### config.mk
export PLATFORM = sky130hd
export DESIGN_NAME = bus_op_responder
export DESIGN_NICKNAME = d
export VERILOG_FILES = /design/src/rtl/cache_config_pkg.sv /design/src/rtl/bus_op_responder_combiner.sv /design/src/rtl/bus_op_responder.sv
export SDC_FILE = /design/constraint.sdc
export NUM_CORES = 1
export LEC_CHECK = 0
export ABC_AREA = 0
export CAP_MARGIN = 20
export CORE_MARGIN = 5
export CORE_UTILIZATION = 30
export CTS_CLUSTER_SIZE = 8
export DETAILED_ROUTE_END_ITERATION = 6
export MAX_ROUTING_LAYER = met4
export SLEW_MARGIN = 20
export SYNTH_ARGS = -nofsm -noshare
export SYNTH_HDL_FRONTEND = slang
export SYNTH_SLANG_ARGS = --single-unit
### constraint.sdc
create_clock -name clk -period 9.6 [get_ports clk]
set_clock_uncertainty 0.15 [all_clocks]
set_input_delay 2.4 -clock clk [delete_from_list [all_inputs] [get_ports clk]]
set_output_delay 2.4 -clock clk [all_outputs]
set_load 0.1 [all_outputs]
### src/rtl/cache_config_pkg.sv
// Shared LLC/bus definitions: operation and snoop encodings, line geometry, combine helper.
package cache_config_pkg;

    localparam int unsigned ADDR_W           = 32;
    localparam int unsigned LINE_OFFSET_BITS = 6;
    localparam logic [ADDR_W-1:0] LINE_MASK  = ~ADDR_W'((32'd1 << LINE_OFFSET_BITS) - 32'd1);

    typedef enum logic [2:0] {
        OP_NOP        = 3'd0,
        OP_READ       = 3'd1,
        OP_WRITE      = 3'd2,
        OP_INVALIDATE = 3'd3,
        OP_RWIM       = 3'd4
    } bus_op_t;

    typedef enum logic [1:0] {
        SNP_NOHIT = 2'd0,
        SNP_HIT   = 2'd1,
        SNP_HITM  = 2'd2
    } snoop_result_t;

    // Latched bus operation payload
    typedef struct packed {
        bus_op_t           op;
        logic [ADDR_W-1:0] addr;
    } bus_req_t;

    // Strongest of two snoop results (HITM > HIT > NOHIT); encoding 3 ranks as NOHIT
    function automatic snoop_result_t snoop_max(input logic [1:0] a, input logic [1:0] b);
        logic [1:0] na;
        logic [1:0] nb;
        na = (a == 2'd3) ? 2'd0 : a;
        nb = (b == 2'd3) ? 2'd0 : b;
        return snoop_result_t'((na > nb) ? na : nb);
    endfunction

endpackage

### src/rtl/bus_op_responder_combiner.sv
// snoop_combiner: tracks which agents have reported and folds their results into one.
module snoop_combiner
    import cache_config_pkg::*;
#(
    parameter int unsigned NUM_SNOOPERS = 3
) (
    input  logic                        clk,
    input  logic                        rst_n,
    input  logic                        clear_i,
    input  logic                        fold_i,
    input  logic [NUM_SNOOPERS-1:0]     snp_valid_i,
    input  logic [2*NUM_SNOOPERS-1:0]   snp_result_i,
    output logic                        all_received_c_o,
    output snoop_result_t               combined_c_o
);

    logic [NUM_SNOOPERS-1:0] mask_q;
    snoop_result_t           acc_q;
    logic [NUM_SNOOPERS-1:0] new_c;
    snoop_result_t           acc_c;

    // First strobe per agent only; view includes this cycle's strobes
    always_comb begin
        new_c = snp_valid_i & ~mask_q & {NUM_SNOOPERS{fold_i}};
        acc_c = acc_q;
        for (int k = 0; k < int'(NUM_SNOOPERS); k++) begin
            if (new_c[k]) begin
                acc_c = snoop_max(acc_c, snp_result_i[2*k +: 2]);
            end
        end
        all_received_c_o = &(mask_q | new_c);
        combined_c_o     = acc_c;
    end

    // Received mask and accumulator
    always_ff @(posedge clk or negedge rst_n) begin
        if (!rst_n) begin
            mask_q <= '0;
            acc_q  <= SNP_NOHIT;
        end else if (clear_i) begin
            mask_q <= '0;
            acc_q  <= SNP_NOHIT;
        end else if (fold_i) begin
            mask_q <= mask_q | new_c;
            acc_q  <= acc_c;
        end
    end

endmodule

### src/rtl/bus_op_responder.sv
// bus_op_responder: issues one LLC bus operation, gathers snoops, waits for HITM writeback, responds.
module bus_op_responder
    import cache_config_pkg::*;
#(
    parameter int unsigned NUM_SNOOPERS  = 3,
    parameter int unsigned SNOOP_TIMEOUT = 15
) (
    input  logic                        clk,
    input  logic                        rst_n,
    input  logic                        req_valid,
    output logic                        req_ready,
    input  logic [2:0]                  req_op,
    input  logic [31:0]                 req_addr,
    output logic                        rsp_valid,
    output logic [1:0]                  rsp_snoop,
    output logic                        rsp_timeout,
    output logic                        bus_valid,
    output logic [2:0]                  bus_op,
    output logic [31:0]                 bus_addr,
    input  logic [NUM_SNOOPERS-1:0]     snp_valid,
    input  logic [2*NUM_SNOOPERS-1:0]   snp_result,
    input  logic                        wb_valid,
    input  logic [31:0]                 wb_addr
);

    localparam int unsigned CNT_W = $clog2(SNOOP_TIMEOUT + 1);
    localparam logic [CNT_W-1:0] CNT_MAX = CNT_W'(SNOOP_TIMEOUT);

    typedef enum logic [2:0] {
        S_IDLE    = 3'd0,
        S_ISSUE   = 3'd1,
        S_COLLECT = 3'd2,
        S_WAIT_WB = 3'd3,
        S_RESP    = 3'd4
    } state_t;

    state_t        state_q, state_d;
    logic [CNT_W-1:0] cnt_q, cnt_d;
    bus_req_t      req_q, req_d;
    snoop_result_t rsp_snoop_q, rsp_snoop_d;
    logic          rsp_timeout_q, rsp_timeout_d;
    logic          req_ready_q, bus_valid_q, rsp_valid_q;
    logic          clear_c, fold_c, all_received_c, wb_hit_c;
    snoop_result_t combined_c;
    bus_op_t       op_in_c;

    assign op_in_c  = bus_op_t'(req_op);
    assign fold_c   = (state_q == S_COLLECT);
    assign wb_hit_c = wb_valid && ((wb_addr & LINE_MASK) == req_q.addr);

    snoop_combiner #(
        .NUM_SNOOPERS (NUM_SNOOPERS)
    ) u_combiner (
        .clk              (clk),
        .rst_n            (rst_n),
        .clear_i          (clear_c),
        .fold_i           (fold_c),
        .snp_valid_i      (snp_valid),
        .snp_result_i     (snp_result),
        .all_received_c_o (all_received_c),
        .combined_c_o     (combined_c)
    );

    // Next state, counter, latch and response selection
    always_comb begin
        state_d       = state_q;
        cnt_d         = cnt_q;
        req_d         = req_q;
        rsp_snoop_d   = SNP_NOHIT;
        rsp_timeout_d = 1'b0;
        clear_c       = 1'b0;
        unique case (state_q)
            S_IDLE: begin
                if (req_valid && op_in_c != OP_NOP) begin
                    req_d.op   = op_in_c;
                    req_d.addr = req_addr & LINE_MASK;
                    clear_c    = 1'b1;
                    state_d    = S_ISSUE;
                end
            end
            S_ISSUE: begin
                if (req_q.op == OP_WRITE) begin
                    state_d = S_RESP;
                end else begin
                    cnt_d   = '0;
                    state_d = S_COLLECT;
                end
            end
            S_COLLECT: begin
                if (all_received_c) begin
                    if (combined_c == SNP_HITM &&
                        (req_q.op == OP_READ || req_q.op == OP_RWIM)) begin
                        cnt_d   = '0;
                        state_d = S_WAIT_WB;
                    end else begin
                        rsp_snoop_d = combined_c;
                        state_d     = S_RESP;
                    end
                end else if (cnt_q == CNT_MAX) begin
                    rsp_snoop_d   = combined_c;
                    rsp_timeout_d = 1'b1;
                    state_d       = S_RESP;
                end else begin
                    cnt_d = cnt_q + CNT_W'(1);
                end
            end
            S_WAIT_WB: begin
                if (wb_hit_c) begin
                    rsp_snoop_d = SNP_HITM;
                    state_d     = S_RESP;
                end else if (cnt_q == CNT_MAX) begin
                    rsp_snoop_d   = SNP_HITM;
                    rsp_timeout_d = 1'b1;
                    state_d       = S_RESP;
                end else begin
                    cnt_d = cnt_q + CNT_W'(1);
                end
            end
            S_RESP: begin
                state_d = S_IDLE;
            end
            default: begin
                state_d = S_IDLE;
            end
        endcase
    end

    // State, counter and registered outputs
    always_ff @(posedge clk or negedge rst_n) begin
        if (!rst_n) begin
            state_q       <= S_IDLE;
            cnt_q         <= '0;
            req_q         <= '0;
            req_ready_q   <= 1'b1;
            bus_valid_q   <= 1'b0;
            rsp_valid_q   <= 1'b0;
            rsp_snoop_q   <= SNP_NOHIT;
            rsp_timeout_q <= 1'b0;
        end else begin
            state_q       <= state_d;
            cnt_q         <= cnt_d;
            req_q         <= req_d;
            req_ready_q   <= (state_d == S_IDLE);
            bus_valid_q   <= (state_d == S_ISSUE);
            rsp_valid_q   <= (state_d == S_RESP);
            rsp_snoop_q   <= rsp_snoop_d;
            rsp_timeout_q <= rsp_timeout_d;
        end
    end

    assign req_ready   = req_ready_q;
    assign bus_valid   = bus_valid_q;
    assign rsp_valid   = rsp_valid_q;
    assign rsp_snoop   = rsp_snoop_q;
    assign rsp_timeout = rsp_timeout_q;
    assign bus_op      = req_q.op;
    assign bus_addr    = req_q.addr;

endmodule

==> metrics.txt <==
status=finished, final reports clean; fin nets=between 400 and 500; top cells by area, synth=dfrtp_1 42%, mux2_2 12%, xnor2_1 8.7%, ha_1 3.7%, a21oi_1 2.4%; Fin. Hold Viols=0; Max-Cap Viols=0; initial antenna violation count=0; first-pass GRT wire length=11700 µm; vias in the first global route=approximately 2400; Synth Area in Simple Gates=approximately 17%; num rows=34; RSZ-0062 raised after global routing=false; gr ovfl total=0; Post-synth top cells=46 x dfrtp_1, 28 x mux2_2, 27 x xnor2_1, 16 x nor2_1, 14 x nand2_1; clk_lat worst skew=around 300 ps; reg2reg setup slack=4410 ps; kind of critical path=in2reg; antenna diode count=0; Startpoint Class=input port; min Tclk post-route=about 7000 ps; CTS Hold Buffers Added=0; Port Buffers=around 100; DR WL/cell=15.1 µm; total CTS buffers=5; hpwl dp=approximately 5500 µm; CTS resizes=0; synthesis-to-layout area growth=44.9%; CORE AREA=just under 9000 µm²; post-synthesis sequential area ratio=approximately 43%; fill count=886; Async S/R FF share, synth=100%; main combinational cell family by area after synthesis=simple AND/OR/NAND/NOR gates; Iter 0 DRT Violations=60; most numerous cell in the Yosys netlist=dfrtp_1; Post-Synth Adder-Cell Area=about 3.7%; ANT nets after route=0; FF+latch area=between 1000 and 1500 µm²; CTS tree=built; residual DRC count=0; Cell variety after synth=51; largest area contributor in the netlist=dfrtp_1; Mapped Cells=~260; clk buf depth=2; post-synth top area share=roughly 42%; clock sink total=47; Setup Total Neg Slack=0 ps; fmax=~140 MHz; CP Data Required Time=9660 ps; Max-slew headroom=around 32%; number of enable flip-flop cells after synthesis=0; Final period util=~74%; Tot GR Track Use=a little over an eighth; prevailing post-synth register cell=dfrtp_1; routability-driven placement congestion ratio=0.862; DIE HEIGHT=roughly 110 µm; die area=11100 µm²; crit path max fanout=4; H-tree levels=2; setup violators final=0; Cell Area, Synth=~2700 µm²; synth warn=0; Post-CTS Setup Repair Bufs=0; Compound-Gate Fraction of Synth Area=11.7%; footprint of the multi-input gates=1460 µm²; Initial Util=a little under a third; Reg clk slew, reported paths=~90 ps; Hold Path Class=reg2reg; Post-Syn Area per Cell=between 10 and 15 µm²; chip width=105 µm; XOR/XNOR share of the synthesized area=under 10%; final wirelength=~7100 µm; Slew Viols, Final=0; DR vias=~2300; Yosys reg bits=47; share of layout cells above drive strength 1=between 10 and 15%; post-synthesis mux area share=12.0%; io pins=roughly 120; clk root buf=clkbuf_8; actual slew at the worst max-slew pin=just over 1000 ps; critical path endpoint category=register; via/cell ratio=between 4 and 5; TritonRoute pass-1 iters=4; critical path arrival=7180 ps; largest net degree at the start of global routing=48
==> per-layer routing <==
metal  GRT usage (%)  wire length [µm]
met5               -                 0
met3            4.16               587
met1            17.3              3310
met4            3.01                57
met2            20.0              3160
==> worst max-delay path, cell delays in order <==
cell and delay, ps:
clkdlybuf4s50_1 470, or4bb_1 510, nor2_1 190, nand3_1 120, o21a_1 130, nor2_1 160, ha_1 260, nand2_1 60
o21ai_0 110, o31ai_1 550, nand2_1 140, nor2_1 190, ha_1 280, and4b_1 190, a311oi_1 400, nor2_1 100
a211o_1 280, a21o_1 210, or2_1 220, a311oi_2 220
==> stage by stage <==
stage,instances,area [µm²],hold WS (ps),setup slack [ps],util [%]
floorplan,264,2740,337,3270,-
CTS,470,3940,416,2510,45.0
detailed placement,462,3820,394,2220,43.6
global route,470,3940,431,1970,45.0
finish,470,3940,409,2480,45.0
global placement,462,3820,359,2320,43.6
==> cells by family after synthesis <==
group	after synthesis
other cells	1
simple gates	79
fa+ha+maj	8
xor+xnor	27
mux	29
flops	47
compound gates	47
buf+inv	21
==> flip-flops by register name, summed over array words and instances (netlist names) <==
register / cells
bus_addr: 26
cnt_q: 4
bus_op: 3
state_q: 3
u_combiner.mask_q: 3
rsp_snoop: 2
u_combiner.acc_q: 2
bus_valid: 1
req_ready: 1
rsp_timeout: 1
rsp_valid: 1
==> cells in the final DEF (no fill, tap or decap), types with 2 or more instances in the layout <==
cell and count:
conb_1 6, a21o_1 2, mux2_2 28, clkbuf_8 6, o31ai_1 3, nor3b_1 2
o21ai_0 9, nand3_1 9, o21a_1 2, nand3b_1 3, nand4_1 7, a311oi_1 3
o221ai_1 2, inv_1 8, clkdlybuf4s50_1 101, or3_1 2, ha_1 8, nor2b_1 4
dfrtp_1 46, o211ai_1 2, nand2_1 14, a21oi_1 13, xnor2_1 27, nand2b_1 7
and2_1 2, nor2_1 16, o2111ai_1 2, and3_1 2
==> cell type report <==
class                           count  share of cell area (%)
Timing Repair Buffer              103                    26.0
Clock inverter                      2                   0.889
Inverter                            8                   0.762
Clock buffer                        6                    2.09
Sequential cell                    47                    29.9
Tap cell                          108                    3.43
Multi-Input combinational cell    196                    37.0
==> final timing paths <==
check	from	endpoint	cells past startpoint
max	snp_valid[0]	state_q[1]	20
min	u_combiner.mask_q[2]	u_combiner.mask_q[2]	2
max reg2reg	state_q[2]	state_q[1]	19
min reg2reg	u_combiner.mask_q[2]	u_combiner.mask_q[2]	2
max in group asynchronous	rst_n	u_combiner.mask_q[2]	2
min in group asynchronous	rst_n	bus_addr[20]	2
Power is not shown: default switching activity piles up to over one toggle a cycle in this logic, so the estimate is an artifact.
==> edit 1, RTL diff (same flow settings) <==
Set the parameter `SNOOP_TIMEOUT` to 30 (it was 15).
--- a/src/rtl/bus_op_responder.sv
+++ b/src/rtl/bus_op_responder.sv
@@ -3,7 +3,7 @@
     import cache_config_pkg::*;
 #(
     parameter int unsigned NUM_SNOOPERS  = 3,
-    parameter int unsigned SNOOP_TIMEOUT = 15
+    parameter int unsigned SNOOP_TIMEOUT = 30
 ) (
     input  logic                        clk,
     input  logic                        rst_n,
Function: same outputs for any inputs over 10 cycles, from zero or initial values and one cycle with rst_n low; that may be too few to reach the edited logic, so the function may still have changed.
==> edit 1 against the original RTL <==
- setup slack got worse by 0.080 ns
- register-to-register slack lost 0.13 ns
- sequential share of layout area increased by 0.48 points
- wire length up 0.41%
- core utilization down 1.5 points
- synthesized area is 1.3% higher
- sequential cell count is 1 higher
- cell count did not move
- highest routed layer unchanged
- largest cell class unchanged
- cell area rose by 0.51%
- critical path type unchanged
Power is not shown: default switching activity piles up to over one toggle a cycle in this logic, so the estimate is an artifact.
==> edit 1: results (changes against the original RTL) <==
Synth
  – Post-synthesis sequential area ratio: 43.6% (+0.34 points)
  – Synth unique cells: 57 (+12%)
  – Post-synth top flop: dfrtp_1
  – Async SR Flop Fraction: 100% (unchanged)
  – Most frequent cells after synthesis: dfrtp_1 (47), mux2_2 (27), xnor2_1 (27)
  – Top cells by area, synth: dfrtp_1 (43%), mux2_2 (11%), xnor2_1 (8.6%)
  – Yosys Warn Count: 0 (unchanged)

Finish
  – N_diodes: 0 (unchanged)
  – Fillcell total: 895 (+1.0%)
  – Layout cell share with drive strength beyond 1: 13.1% (+0.94 points)
  – Largest register FFs: 26 (unchanged)
  – # nets final: 447 (-0.45%)

Routing
  – Pre-antenna DRT Iters: 4 (unchanged)
  – Avg WL per Cell: 15.2 um (+0.41%)
  – Initial drt markers: 69 (+15%)
  – DR vias/cell: 4.94 (+0.43%)

Clock network
  – Resized Gates After CTS: 0 (unchanged)
  – Worst skew pair latency: 0.31 ns
  – Maximum clock path buffer count: 2 (unchanged)
  – Postcts setup bufs: 0 (unchanged)
  – H-tree Lvls: 2 (unchanged)
  – CTS root buffer: clkbuf_8
  – Clock transition at the registers of the reported paths: around 0.08 ns
  – CTS buffer count: 5 (unchanged)

Min path
  – Worst min-delay path category: flip-flop to flip-flop

Global route
  – Largest net degree at the start of global routing: 49 (+2.1%)
  – Met3 usage: 4.90% (+0.74 points)
  – First-pass GRT wire length: 11.9 mm (+1.6%)
  – Gr usage total: 13.5% (+0.32 points)
  – Vias in the first global route: 2485 (+1.5%)
  – GR met2 Demand/Resource: 20.5% (+0.47 points)
  – Initial antenna violation count: 0 (unchanged)
  – Met1 Resource Use GR: 17.3% (-0.041 points)

Placement
  – Final GP Congestion: 0.772 (-10%)
  – Port Buf Inserts: 102 (unchanged)
  – Detailed Place HPWL: 5.72 mm (+3.5%)
  – Worst slack at placement: 2.06 ns (-0.156 ns)

Setup path
  – R2r setup slk: 4.28 ns (-0.13 ns)
  – Reg2Reg Launch Point: state_q[0]
  – CP Capture Type: flip-flop
  – Crit path from: snp_result[0]
  – CP Max Fanout: 4 (unchanged)
  – FF-to-FF End: req_ready
  – WP data arrival: 7.28 ns (+0.10 ns)
  – Depth of the worst register-to-register path: 19 (unchanged)

STA
  – Worst-Margin Slew: 1.03 ns (+0.0236 ns)
  – Final Cycle Share: 75.0% (+0.83 points)

Outcome
  – Status: complete, no violations
edit 1: cell count changes after synthesis, moves of 3 or more:
cell      change
nor2b_1       +4
nor2_1        -4
clkbuf_1      -4
nor3_1        +3
a31oi_1       +4
o21ai_1       +4
o21ai_0       -5
buf_1         +3
nand3_1       -6
a21oi_1       -6
o22a_1        +3
edit 1: cell type report:
| type | count | area [um^2] | area share (%) |
|---|---|---|---|
| clock buffers | 6 | 72.6 | 1.83 |
| clock inverters | 2 | 16.3 | 0.410 |
| inverters | 7 | 26.3 | 0.663 |
| multi-input cells | 192 | 1480 | 37.2 |
| flip-flops and latches | 48 | 1200 | 30.3 |
| well taps | 111 | 139 | 3.50 |
| repair buffers | 104 | 1030 | 26.0 |
edit 1: worst min path at each step:
stage,from,end,slack (ns),cells after the start
2_1_floorplan,cnt_q[4],cnt_q[4],0.34,1
3_3_place_gp,cnt_q[4],cnt_q[4],0.36,1
3_5_place_dp,cnt_q[4],cnt_q[4],0.39,1
4_1_cts,cnt_q[4],cnt_q[4],0.41,1
5_1_grt,cnt_q[4],cnt_q[4],0.44,1
6_report,cnt_q[4],cnt_q[4],0.41,1
edit 1: logic make-up (layout without fill, tap and decap cells):
group                      count (synthesis)  after routing  share of synthesized area, %
adders and majority gates                  9              9                          4.08
AOI/OAI and AO/OA                         46             46                          12.3
buffers and inverters                     18            119                          3.58
muxes                                     28             28                          11.4
DFF                                       48             48                          43.6
and+or+nand+nor                           76             76                          16.3
xor gates and xnor gates                  27             27                          8.58
other                                      1              6                         0.136
edit 1: layer usage:
layer | wire length (um) | vias up
li1 | - | 1116
met1 | 3290 | 1101
met2 | 3180 | 101
met3 | 625 | 5
met4 | 52 | 0
met5 | 0 | -
edit 1: worst max-delay path, cell delays in order:
cell	delay, ns
clkdlybuf4s50_1	0.41
nand2b_1	0.15
ha_1	0.29
nor2_1	0.05
o31a_1	0.26
nor3_1	0.28
ha_1	0.29
nor2b_1	0.13
o21ai_0	0.34
nand2_1	0.15
o211a_1	0.15
a21oi_1	0.22
nor2_1	0.10
ha_1	0.32
nor2b_1	0.13
o21ai_0	0.31
a211oi_1	0.13
a31oi_1	0.20
a211oi_2	0.12
a311oi_1	0.42
a311o_1	0.22
and4b_1	0.22
edit 1: through the flow:
stage	hold WS (ns)	cells	instance area, um^2	util, %
floorplan	0.339	258	2780	-
global placement	0.357	462	3870	42.5
detailed placement	0.386	462	3870	42.5
CTS	0.407	470	3960	43.5
global route	0.439	470	3960	43.5
finish	0.407	470	3960	43.5
==> edit 2, RTL diff (same settings) <==
Made on the original files. Register the output `rsp_timeout` once more, cleared by the reset; this adds one clock of latency there. The other outputs are not delayed to match.
--- a/src/rtl/bus_op_responder.sv
+++ b/src/rtl/bus_op_responder.sv
@@ -152,7 +152,13 @@
     assign bus_valid   = bus_valid_q;
     assign rsp_valid   = rsp_valid_q;
     assign rsp_snoop   = rsp_snoop_q;
-    assign rsp_timeout = rsp_timeout_q;
+    always_ff @(posedge clk or negedge rst_n) begin
+        if (!rst_n) begin
+            rsp_timeout <= '0;
+        end else begin
+            rsp_timeout <= rsp_timeout_q;
+        end
+    end
     assign bus_op      = req_q.op;
     assign bus_addr    = req_q.addr;
 
Check against the original RTL: no difference found for any inputs over 10 cycles, from zero or initial values and one cycle with rst_n low; that may be too few to reach the edited logic, so the function may still have changed.
==> edit 2 against the original RTL <==
- synthesized area is 3.9% higher
- setup slack better by 0.21 ns
- cell area is 1.6% higher
- highest routed layer unchanged
- first-iteration DRC count is 73% higher
- sequential cell count is 1 higher
- wire length is 4.0% higher
- critical path type unchanged
- register-to-register slack worse by 0.02 ns
- global-route usage is 0.14 points higher
- die area is 3.5% higher
- critical path depth stayed put
Power is not shown: default switching activity piles up to over one toggle a cycle in this logic, so the estimate is an artifact.
==> edit 2: results (changes against the original RTL) <==
Min path
  – Hold Path Depth: 0 (-2)
  – Hold path start: rsp_timeout_q

STA
  – Worst-Margin Slew: 1.03 ns (+0.0248 ns)

Global route
  – Vias in the first global route: 2437 (-0.45%)
  – First-pass GRT wire length: 11.9 mm (+1.5%)
  – Gr usage total: 13.4% (+0.14 points)

Finish
  – # nets final: 450 (+0.22%)
  – Layout cell share with drive strength beyond 1: 14.4% (+2.2 points)

Synth
  – Most frequent cells after synthesis: dfrtp_1 (47), mux2_2 (28), xnor2_1 (24)
  – Post-synthesis sequential area ratio: 42.5% (-0.74 points)
  – Synth unique cells: 63 (+24%)

Routing
  – Avg WL per Cell: 15.7 um (+3.3%)
  – Met3 routed WL: 779 um (+33%)
  – Detail Route met2 WL: 3.13 mm (-1.0%)
  – DR vias/cell: 4.92 (about the same)
  – Wire length on met1: 3.44 mm (+3.9%)
  – Initial drt markers: 104 (+73%)

Placement
  – Area after DPL: 0.00393 mm^2 (+2.7%)
  – Final GP Congestion: 0.782 (-9.2%)

Setup path
  – FF-to-FF End: req_ready
  – Depth of the worst register-to-register path: 18 (-1)
  – R2r setup slk: 4.39 ns (-0.02 ns)
  – Reg2Reg Launch Point: state_q[1]
  – CP Max Fanout: 6 (+2)

Outcome
  – Status: complete, no violations
## edit 2: cell families after synthesis
logic type,count (synthesis),share of synthesized area (%)
other,1,0.133
AND/OR/NAND/NOR,70,15.0
multiplexers,30,11.9
flip-flops,48,42.5
XOR/XNOR,27,8.36
adder cells (fa/ha/maj),8,3.54
AO/OA/AOI/OAI,50,13.8
buffers and inverters,27,4.69
## edit 2: final cells by class
class,count,area (um^2)
Tap cell,111,139
Multi-Input combinational cell,191,1510
Clock inverter,1,5.00
Timing Repair Buffer,104,1030
Inverter,12,45.0
Fill cell,891,5190
Clock buffer,6,72.6
Sequential cell,48,1200
## edit 2: metrics by stage
step           util, %  hold WS (ns)  instances
6_report          43.6         0.205        473
5_1_grt           43.6         0.232        473
4_1_cts           43.6         0.211        473
3_5_place_dp      42.7         0.192        466
3_3_place_gp      42.7         0.186        466
2_1_floorplan        -         0.181        266
## edit 2: worst max-delay path: stages
cell and delay [ns]:
clkdlybuf4s50_1 0.43, nand2b_1 0.16, ha_1 0.25, nor4_1 0.31, a21oi_1 0.06, o21ai_0 0.25
ha_1 0.29, nor2b_1 0.13, o21ai_0 0.33, nor3_1 0.10, o31ai_2 0.36, and2_1 0.21
ha_1 0.24, nand2_1 0.06, o21ai_0 0.14, a311oi_1 0.30, nor2_1 0.10, o2111a_2 0.32
a211oi_4 0.33, o2111a_1 0.24
## edit 2: how the worst max path moves through the flow
stage | start | endpoint | slack (ns) | depth (start not counted)
floorplan | snp_result[0] | req_ready | 3.34 | 19
global placement | snp_result[0] | req_ready | 2.36 | 20
detailed placement | snp_result[0] | req_ready | 2.38 | 20
CTS | snp_result[0] | req_ready | 2.69 | 20
global route | snp_result[0] | req_ready | 2.35 | 20
finish | snp_result[0] | req_ready | 2.68 | 20
